## config.mk

```make
export PLATFORM = sky130hd
export DESIGN_NAME = wb_arbiter
export DESIGN_NICKNAME = d
export VERILOG_FILES = /design/src/rtl/wb_arbiter.sv
export SDC_FILE = /design/constraint.sdc
export NUM_CORES = 1
export LEC_CHECK = 0
export BUFFER_PORTS_ARGS = -buffer_cell sky130_fd_sc_hd__buf_4
export CORE_ASPECT_RATIO = 1.5
export CORE_MARGIN = 5
export CORE_UTILIZATION = 39
export CTS_CLUSTER_SIZE = 8
export DETAILED_ROUTE_END_ITERATION = 8
export PLACE_DENSITY = 0.55
export RECOVER_POWER = 50
export SKIP_CTS_REPAIR_TIMING = 1
export SYNTH_ARGS = -nofsm -noshare
export SYNTH_HDL_FRONTEND = slang
export SYNTH_SLANG_ARGS = --single-unit
```

## constraint.sdc

```tcl
create_clock -name clk -period 3.6 [get_ports clk]
set_clock_uncertainty 0.15 [all_clocks]
set_input_delay 0.9 -clock clk [delete_from_list [all_inputs] [get_ports clk]]
set_output_delay 0.9 -clock clk [all_outputs]
set_load 0.1 [all_outputs]
```

## src/rtl/wb_arbiter.sv

```systemverilog
// Writeback arbiter: four per-pipe result FIFOs feeding one registered register-file write port.
// Define WB_ARB_ROUND_ROBIN_EN to swap fixed priority + starvation promotion for a rotating pointer.
module wb_arbiter #(
  parameter int DEPTH        = 2,
  parameter int STARVE_LIMIT = 4
) (
  input  logic        clk,
  input  logic        rst,
  input  logic        alu_wb_valid,
  input  logic        alu_wb_reg_write,
  input  logic [4:0]  alu_wb_rd,
  input  logic [31:0] alu_wb_data,
  output logic        alu_wb_ready,
  input  logic        lsu_wb_valid,
  input  logic        lsu_wb_reg_write,
  input  logic [4:0]  lsu_wb_rd,
  input  logic [31:0] lsu_wb_data,
  output logic        lsu_wb_ready,
  input  logic        mul_wb_valid,
  input  logic        mul_wb_reg_write,
  input  logic [4:0]  mul_wb_rd,
  input  logic [31:0] mul_wb_data,
  output logic        mul_wb_ready,
  input  logic        div_wb_valid,
  input  logic        div_wb_reg_write,
  input  logic [4:0]  div_wb_rd,
  input  logic [31:0] div_wb_data,
  output logic        div_wb_ready,
  output logic        wb_wr_en,
  output logic [4:0]  wb_rd,
  output logic [31:0] wb_wr_data,
  output logic        wb_busy
);
  localparam int NSRC = 4;
  localparam int PW   = $clog2(DEPTH);
  localparam int CW   = PW + 1;

  // Source index: 0=ALU, 1=LSU, 2=MUL, 3=DIV.
  logic [NSRC-1:0] in_valid, in_reg_write, ready, nonempty, push, pop;
  logic [4:0]      in_rd     [NSRC];
  logic [31:0]     in_data   [NSRC];
  logic [4:0]      head_rd   [NSRC];
  logic [31:0]     head_data [NSRC];

  logic            grant_vld;
  logic [1:0]      grant_idx;
  logic            wb_wr_en_reg;
  logic [4:0]      wb_rd_reg;
  logic [31:0]     wb_wr_data_reg;

  assign in_valid     = {div_wb_valid, mul_wb_valid, lsu_wb_valid, alu_wb_valid};
  assign in_reg_write = {div_wb_reg_write, mul_wb_reg_write, lsu_wb_reg_write, alu_wb_reg_write};
  assign in_rd[0]   = alu_wb_rd;
  assign in_rd[1]   = lsu_wb_rd;
  assign in_rd[2]   = mul_wb_rd;
  assign in_rd[3]   = div_wb_rd;
  assign in_data[0] = alu_wb_data;
  assign in_data[1] = lsu_wb_data;
  assign in_data[2] = mul_wb_data;
  assign in_data[3] = div_wb_data;

  assign {div_wb_ready, mul_wb_ready, lsu_wb_ready, alu_wb_ready} = ready;

`ifndef WB_ARB_ROUND_ROBIN_EN
  localparam int SW = $clog2(STARVE_LIMIT + 1);
  logic [NSRC-1:0] starved;
`endif

  genvar gi;
  generate
    for (gi = 0; gi < NSRC; gi++) begin : g_src
      logic [36:0]   mem_reg [DEPTH];
      logic [PW-1:0] wr_ptr_reg, rd_ptr_reg;
      logic [CW-1:0] count_reg;

      // Ready depends only on registered occupancy, so a full buffer never pushes while popping.
      assign nonempty[gi] = (count_reg != '0);
      assign ready[gi]    = (count_reg != CW'(DEPTH)) && !rst;
      assign push[gi]     = in_valid[gi] && ready[gi] && in_reg_write[gi] && (in_rd[gi] != 5'd0);
      assign pop[gi]      = grant_vld && (grant_idx == 2'(gi));
      assign {head_rd[gi], head_data[gi]} = mem_reg[rd_ptr_reg];

      always_ff @(posedge clk) begin
        if (rst) begin
          wr_ptr_reg <= '0;
          rd_ptr_reg <= '0;
          count_reg  <= '0;
        end else begin
          if (push[gi]) begin
            mem_reg[wr_ptr_reg] <= {in_rd[gi], in_data[gi]};
            wr_ptr_reg          <= wr_ptr_reg + 1'b1;
          end
          if (pop[gi])
            rd_ptr_reg <= rd_ptr_reg + 1'b1;
          count_reg <= count_reg + CW'(push[gi]) - CW'(pop[gi]);
        end
      end

`ifndef WB_ARB_ROUND_ROBIN_EN
      logic [SW-1:0] wait_reg;
      assign starved[gi] = nonempty[gi] && (wait_reg >= SW'(STARVE_LIMIT));

      always_ff @(posedge clk) begin
        if (rst || !nonempty[gi] || pop[gi])
          wait_reg <= '0;
        else if (wait_reg < SW'(STARVE_LIMIT))
          wait_reg <= wait_reg + 1'b1;
      end
`endif

      always_ff @(posedge clk) begin
        if (!rst)
          assert (!in_valid[gi] || ready[gi]);
      end
    end
  endgenerate

`ifdef WB_ARB_ROUND_ROBIN_EN
  logic [1:0] rr_ptr_reg;

  always_ff @(posedge clk) begin
    if (rst)
      rr_ptr_reg <= 2'd0;
    else if (grant_vld)
      rr_ptr_reg <= grant_idx + 2'd1;
  end

  // Walk backwards so the smallest offset from the pointer is the last (winning) assignment.
  always_comb begin
    logic [1:0] idx;
    grant_vld = 1'b0;
    grant_idx = 2'd0;
    idx       = 2'd0;
    for (int k = NSRC - 1; k >= 0; k--) begin
      idx = rr_ptr_reg + 2'(k);
      if (nonempty[idx]) begin
        grant_vld = 1'b1;
        grant_idx = idx;
      end
    end
  end
`else
  // Ascending scans: the highest index (DIV) wins; any starved source overrides the plain scan.
  always_comb begin
    grant_vld = 1'b0;
    grant_idx = 2'd0;
    for (int i = 0; i < NSRC; i++) begin
      if (nonempty[i]) begin
        grant_vld = 1'b1;
        grant_idx = 2'(i);
      end
    end
    if (|starved) begin
      for (int i = 0; i < NSRC; i++) begin
        if (starved[i])
          grant_idx = 2'(i);
      end
    end
  end
`endif

  always_ff @(posedge clk) begin
    if (rst) begin
      wb_wr_en_reg   <= 1'b0;
      wb_rd_reg      <= 5'd0;
      wb_wr_data_reg <= 32'd0;
    end else begin
      wb_wr_en_reg <= grant_vld;
      if (grant_vld) begin
        wb_rd_reg      <= head_rd[grant_idx];
        wb_wr_data_reg <= head_data[grant_idx];
      end
    end
  end

  assign wb_wr_en   = wb_wr_en_reg;
  assign wb_rd      = wb_rd_reg;
  assign wb_wr_data = wb_wr_data_reg;
  assign wb_busy    = (|nonempty) || wb_wr_en_reg;
endmodule

```

; After elaboration in Yosys (flattened, before gate mapping)
; Memories as Yosys holds them, arrays and structs flattened. A register that Yosys moved wholly into a read port is not among the register bits.
; Cells that the tools add are included.
; W data, S select, Z words.
[word_totals]
ff_bits = 66
latch_bits = 0
mem_bits_rw = 296
rom_bits = 0
output_inout_bits = 43
elab_cells = 147
mem_count = 4
[classes]
addsub = 20
multipliers = 0
div_mod_pow = 0
order_cmp = 9
eq_ne = 7
shifts = 0
n_mux = 38
bitwise = 1
reduce_logical = 49
[memory_table]
columns = memory, words, width, rd, rd_ports_with_merged_regs, write_ports, line
row1 = g_src[0].mem_reg, 2, 37, 1, 1, 1, 72  ; logic [36:0] mem_reg [DEPTH];
row2 = g_src[1].mem_reg, 2, 37, 1, 1, 1, 72
row3 = g_src[2].mem_reg, 2, 37, 1, 1, 1, 72
row4 = g_src[3].mem_reg, 2, 37, 1, 1, 1, 72
[ops]
columns = cell, count
row1 = $bmux W32 S2, 1
row2 = $mux W32, 2
row3 = $mux W1, 25
row4 = $logic_and A1 B1 Y1, 24
row5 = $reduce_bool A5 Y1, 4
row6 = $ge A3 B3 Y1 const B, 5
row7 = $mux W2, 7
row8 = $add A3 B1 Y3 const B, 4
row9 = $lt A3 B3 Y1 const B, 4
row10 = $bmux W5 S2, 1
row11 = $mux W5, 2
row12 = $logic_or A1 B1 Y1, 9
row13 = $add A1 B1 Y1 const B, 8
row14 = $add A2 B1 Y2, 4
row15 = $ne A2 B2 Y1 const B, 4
row16 = $reduce_bool A2 Y1, 4
row17 = $reduce_or A4 Y1, 2
row18 = $sub A2 B1 Y2, 4
row19 = $logic_not A1 Y1, 5
row20 = $eq A2 B2 Y1 const B, 2
row21 = $not A2 Y3, 1
row22 = $eq A2 B1 Y1 const B, 1
row23 = $logic_not A2 Y1, 1

; Depth between registers and ports, before layout
; Gate-level depths: netlist (run 1).
[depth]
word_depth = 13
ltp_mapped = 11

; Worst setup path after synthesis (run 1)
; Ideal clock, no wire load.
[synth_path]
kind = in2out
from = in rst
to = out div_wb_ready
t_arrival_ns = 2.765
path_slack_ns = -0.215
path_stages = 3
cell_sequence = clkbuf_1 > clkbuf_1 > a21oi_1
[synth_between]
elab_chain_len = 2
[synth_lines]
columns = element, line
row1 = start: declaration, 8  ; input logic rst,
row2 = $logic_not A1 Y1, --
row3 = $logic_and A1 B1 Y1, 78  ; assign ready[gi] = (count_reg != CW'(DEPTH)) && !rst;
row4 = end: declaration, 28  ; output logic div_wb_ready,
; Every way passes these cells.

; Worst setup path in the final report (run 1)
[layout_path]
from = reg g_src[1].count_reg[1]
to = out wb_busy
[layout_between]
elab_chain_len = 3
[layout_lines]
columns = element, line
row1 = start: declaration, 74  ; logic [CW-1:0] count_reg;
row2 = start signal: assignment, 95  ; count_reg <= count_reg + CW'(push[gi]) - CW'(pop[gi]);
row3 = $reduce_bool A2 Y1, 77  ; assign nonempty[gi] = (count_reg != '0);
row4 = $reduce_or A4 Y1, 179  ; assign wb_busy = (|nonempty) || wb_wr_en_reg;
row5 = $logic_or A1 B1 Y1, 179
row6 = end: declaration, 32  ; output logic wb_busy
; Every way passes these cells.

==> results of run 1 <==
## per-stage QoR
stage	worst slack [ns]	utilization [%]	TNS, ns
after detailed placement	0.7489	44.62	0
after global routing	0.2097	47.49	0
final	0.4083	47.49	0
after floorplan	-0.2148	-	-0.6443
after CTS	0.3634	48.62	0
after global placement	0.7497	44.62	0
## power by group
part           internal [W]  switching (W)
clock network       0.00268        0.00172
logic               0.00163        0.00358
registers           0.00497       0.000350
## routing by layer
metal | up-vias | part of all wire, % | routed length, um
met5 | - | 0 | 0
met4 | 0 | 2.7 | 971
met3 | 63 | 4.9 | 1777
met2 | 242 | 49 | 17980
met1 | 4382 | 43 | 15850
li1 | 4195 | - | -
## synthesized netlist by cell type, drive strengths merged
cell type / n
or3: 3
dfxtp: 70
o31ai: 1
buf: 28
nor4b: 1
nand2: 8
and3: 5
nand2b: 1
o41ai: 1
nor4: 47
a311oi: 37
a211oi: 5
or4: 1
a21oi: 13
o21ai: 78
and2: 5
xor2: 8
inv: 16
o21a: 5
mux2i: 41
clkbuf: 40
or2: 1
a211o: 1
a32oi: 37
nor3: 9
nor2b: 4
mux2: 111
nor2: 61
ha: 12
edfxtp: 296
xnor2: 5
a21o: 5
nand3: 5
## cells by family after synthesis
| kind of cell | after synthesis | share of synthesized area (%) |
|---|---|---|
| xor+xnor | 13 | 0.7778 |
| fa+ha+maj | 12 | 1.026 |
| mux | 152 | 11.34 |
| compound gates | 183 | 8.616 |
| flops | 366 | 70.30 |
| simple gates | 151 | 5.479 |
| buf+inv | 84 | 2.462 |
## path summary, 6_finish.rpt
path | startpoint | to | depth (start not counted)
setup reg to reg | g_src[3].count_reg[1] | wb_wr_data[26] | 5
hold reg to reg | g_src[0].rd_ptr_reg | g_src[0].rd_ptr_reg | 2
setup / recovery | g_src[1].count_reg[1] | wb_busy | 4
hold / removal | g_src[0].rd_ptr_reg | g_src[0].rd_ptr_reg | 2
## cell usage in the layout, fill, tap and decap left out, drive strengths merged, types with 8 or more instances in the layout
cell type,count
o21ai,78
mux2i,41
clkbuf,244
dfxtp,70
nor2,61
inv,16
a311oi,37
ha,12
xor2,8
a32oi,37
nand2,8
mux2,111
a21oi,13
buf,72
nor3,9
nor4,47
edfxtp,296
## area by class of cell
| type | count | area (um^2) | area share (%) |
|---|---|---|---|
| clock buffer | 92 | 1440 | 8.122 |
| clock inverter | 3 | 55.05 | 0.3105 |
| inverter | 16 | 60.06 | 0.3387 |
| multi-input combinational | 511 | 3976 | 22.43 |
| sequential | 366 | 10290 | 58.05 |
| tap | 489 | 611.8 | 3.451 |
| timing repair buffer | 224 | 1295 | 7.304 |
## tightest hold or removal path: cells and delay by family, from the launching register on
kind,cells,cell delay (ns)
compound gates,2,0.14
flops,1,0.31
==> results.toml, run 1 <==
[run_status]
outcome = "completed"

[synthesis]
synth.net_count = 1131
ys_ff_latch = 366
ys_top_cells_by_area = "edfxtp_1 61%, dfxtp_1 9.6%, mux2_2 8.5%, mux2i_1 2.8%, o21ai_0 2.6%"
synth_top_area_cell = "edfxtp_1"
syn_area_um2 = 14640
avgSynthCellArea_um2 = 15.23
synthCells = 961
synth_top_area_share_pct = 60.72
synth-seq-area-share_pct = 70.30
ys_warn_count = 0
ys_types = 42

[global_routing]
grt_util_met3_pct = 2.799
gr-usage-all-layers_pct = 17.13
overflow = 0
grt_pass1_wl_um = 54110
antenna_found_initial = 0
use_met2_pct = 28.80
busiest_layer = "met2"
grtUsageMet1_pct = 22.72
grt_pass1_vias = 9105
grt_max_degree = 43

[cells_and_area]
final_layout_size_suffix_gt1_share_pct = 25.08
final_cell_count_no_fill = 1701
fill_cells = 3364
antenna_cells = 0
area_delta_synth_final_pct = 21.13
largest_register_ff_count = 296
design_area_um2 = 17730
nNetsFinal = 1340

[pwr]
p_leak_nw = 5.997
ir_drop_mv = 0.4596
power_density_nw_per_um2 = 842.1
finalPower_w = 0.01493

[cts]
path_clk_slew_ns = 0.05
clk_latency_ns = 0.57
htree_num_levels = 2
cts_sinks = 366
max-clock-path-buffers = 3
numCtsBuffers = 51
cts_tree = "built"
cts_root_buf = "clkbuf_16"

[setup_path]
rrSetupSlack_ns = 0.62
critPathArrivalTime_ns = 2.14
cp_cell_sequence = "nor2_1 -> and3_1 -> nand2b_1 -> buf_4"
cp_top_family = "simple AND/OR/NAND/NOR gates"
critPathMaxStageDelay_ns = 0.58
worst_setup_path_start_kind = "flop"
crit_slowest_cell = "nor2_1"
cp_num_buf_inv = 1
required_ns = 2.55
critPathKind = "flop to primary output"
critical_path.max_fanout = 9
end_kind = "primary output"

[sta]
tightest_slew_ns = 1.165
period_minus_slack_ns = 3.192
max_freq_mhz = 313.3
rsz0062_at_grt = "no"
drv_slew = 0
setup_viol = 0
max_slew_margin_pct = 22.66
whs_ns = 0.3446
hold_viol = 0
period_share_pct = 88.66

[routing]
via_per_inst = 5.222
via_count = 8882
drt_iter0_markers = 571
drt_pre_antenna_iters = 5
routed_wl_um = 36580
wl_per_cell_um = 21.50
drcViolationCount = 0
drtAntennaViolNets = 0

[job]
cap_violations = 0

[hold_path]
min_path_type = "flop to flop"

[die]
die_w_um = 168.2
start_util_pct = 39.20
dieArea_um2 = 41590
ios = 201
rows = 87
die_h_um = 247.3
core_um2 = 37340

[place]
post_dp_cell_area_um2 = 16660
portBuffers = 200
hpwl_um = 25130
dp.cells = 1606
place.gp.congestion = 0.7968
(Power assumes the default switching activity.)
==> inputs of run 2 (changes only) <==
CORE_UTILIZATION = 50   (was 39)
PLACE_DENSITY = 0.68   (was 0.55)
==> results.toml, run 2 (same netlist as run 1, synthesis figures left out) <==
[global_routing]
grt_pass1_vias = 9190
grt_pass1_wl_um = 51450
grt_max_degree = 55
gr-usage-all-layers_pct = 20.49
antenna_found_initial = 1
overflow = 0

[routing]
dr.max_layer_used = "met4"
via_count = 8964
via_per_inst = 5.592
drt_iter0_markers = 552
drtAntennaViolNets = 0
drt_pre_antenna_iters = 5
wl_met2_um = 17010
routed_wl_um = 34190
wl_met3_um = 2138
drcViolationCount = 0
wl_per_cell_um = 21.33
wl_met1_um = 13860

[sta]
max_freq_mhz = 326.2
totalNegativeSetupSlack_ns = 0
whs_ns = 0.3524
rsz0062_at_grt = "no"
period_minus_slack_ns = 3.065
period_share_pct = 85.14
setup_viol = 0
tightest_slew_ns = 1.194
max_slew_margin_pct = 20.42
drv_slew = 0
finalWorstSetupSlack_ns = 0.5348
hold_viol = 0

[setup_path]
critPathKind = "primary input to primary output"
crit_slowest_cell = "clkbuf_1"
reg2reg_to = "g_src[0].count_reg[1]"
rr_startpoint = "g_src[2].count_reg[1]"
end_kind = "primary output"
critPathArrivalTime_ns = 2.02
critical_path.max_fanout = 23
worst_setup_path_start_kind = "primary input"
rr_worst_depth = 10
required_ns = 2.55
critPathMaxStageDelay_ns = 0.72
cp_cell_sequence = "clkbuf_1 -> a21oi_1 -> buf_4"
critPathLaunch = "rst"
endpoint = "lsu_wb_ready"
rrSetupSlack_ns = 0.91

[pwr]
p_leak_nw = 6.028
ir_drop_mv = 0.5131
power_density_nw_per_um2 = 841.4

[cts]
numCtsBuffers = 51
htree_num_levels = 2
cts_sinks = 366
clk_latency_ns = 0.55
cts_root_buf = "clkbuf_16"
cts_tree = "built"
path_clk_slew_ns = 0.05
max-clock-path-buffers = 3

[cells_and_area]
area_delta_synth_final_pct = 20.53
nNetsFinal = 1339
final_util_pct = 61.23
largest_register_ff_count = 296
final_common_cell = "edfxtp_1"
layout_common_cells = "296 x edfxtp_1, 136 x clkbuf_1, 111 x mux2_2"
final_layout_size_suffix_gt1_share_pct = 25.35

[die]
core_um2 = 28810
start_util_pct = 50.80
die_h_um = 219.6
ios = 201
die_w_um = 149.7
dieArea_um2 = 32870
rows = 76

[run_status]
outcome = "completed"

[place]
portBuffers = 200
hpwl_um = 23300
dp_slack_ns = 0.7905
place.gp.congestion = 0.8388

[hold_path]
min_path_type = "flop to flop"
hp-start = "g_src[0].rd_ptr_reg"

[job]
cap_violations = 0
-- run 2: cell count changes in the layout (fill, tap and decap cells not counted), moves of 2 or more --
cell      before  now
o21a_1         3    5
clkbuf_1     141  136
o21a_2         2    0
diode_2        0    2
clkbuf_4      48   53
-- run 2: through the flow --
stage / std cells / cell area [um^2] / power [W]
CTS: 1601 / 18020 / 0.01500
global placement: 1506 / 16530 / 0.01051
floorplan: 961 / 14640 / 0.009094
global route: 1602 / 17640 / 0.01552
finish: 1603 / 17640 / 0.01485
detailed placement: 1506 / 16530 / 0.01060
-- run 2: worst min path at each step --
stage	end	cells after the start
floorplan	g_src[0].wait_reg[1]	2
global placement	g_src[0].rd_ptr_reg	2
detailed placement	flop	2
CTS	g_src[2].mem_reg[1][15]	1
global route	flop	2
finish	flop	2
-- run 2: worst max-delay path: cells and delay by family --
family / cells / cell delay (ns)
buf+inv: 2 / 1.01
compound gates: 1 / 0.11
-- run 2: metal layers --
| layer | vias to the layer above | global-route usage (%) |
|---|---|---|
| li1 | 4206 | - |
| met1 | 4413 | 27.33 |
| met2 | 278 | 33.67 |
| met3 | 67 | 3.559 |
| met4 | 0 | 7.967 |
| met5 | - | 0 |
-- run 2: layout make-up --
type	instances	area [um^2]
diodes	2	5.005
clock buffers	93	1465
clock inverters	2	25.02
fillers	2281	11170
inverters	16	60.06
multi-input cells	511	4001
flip-flops and latches	366	10290
well taps	390	488.0
repair buffers	223	1306
-- run 2: power by group --
group          internal (W)  leakage (nW)  switching, W
clock network       0.00271         0.707       0.00166
logic               0.00164          2.06       0.00351
registers           0.00497          3.26      0.000353
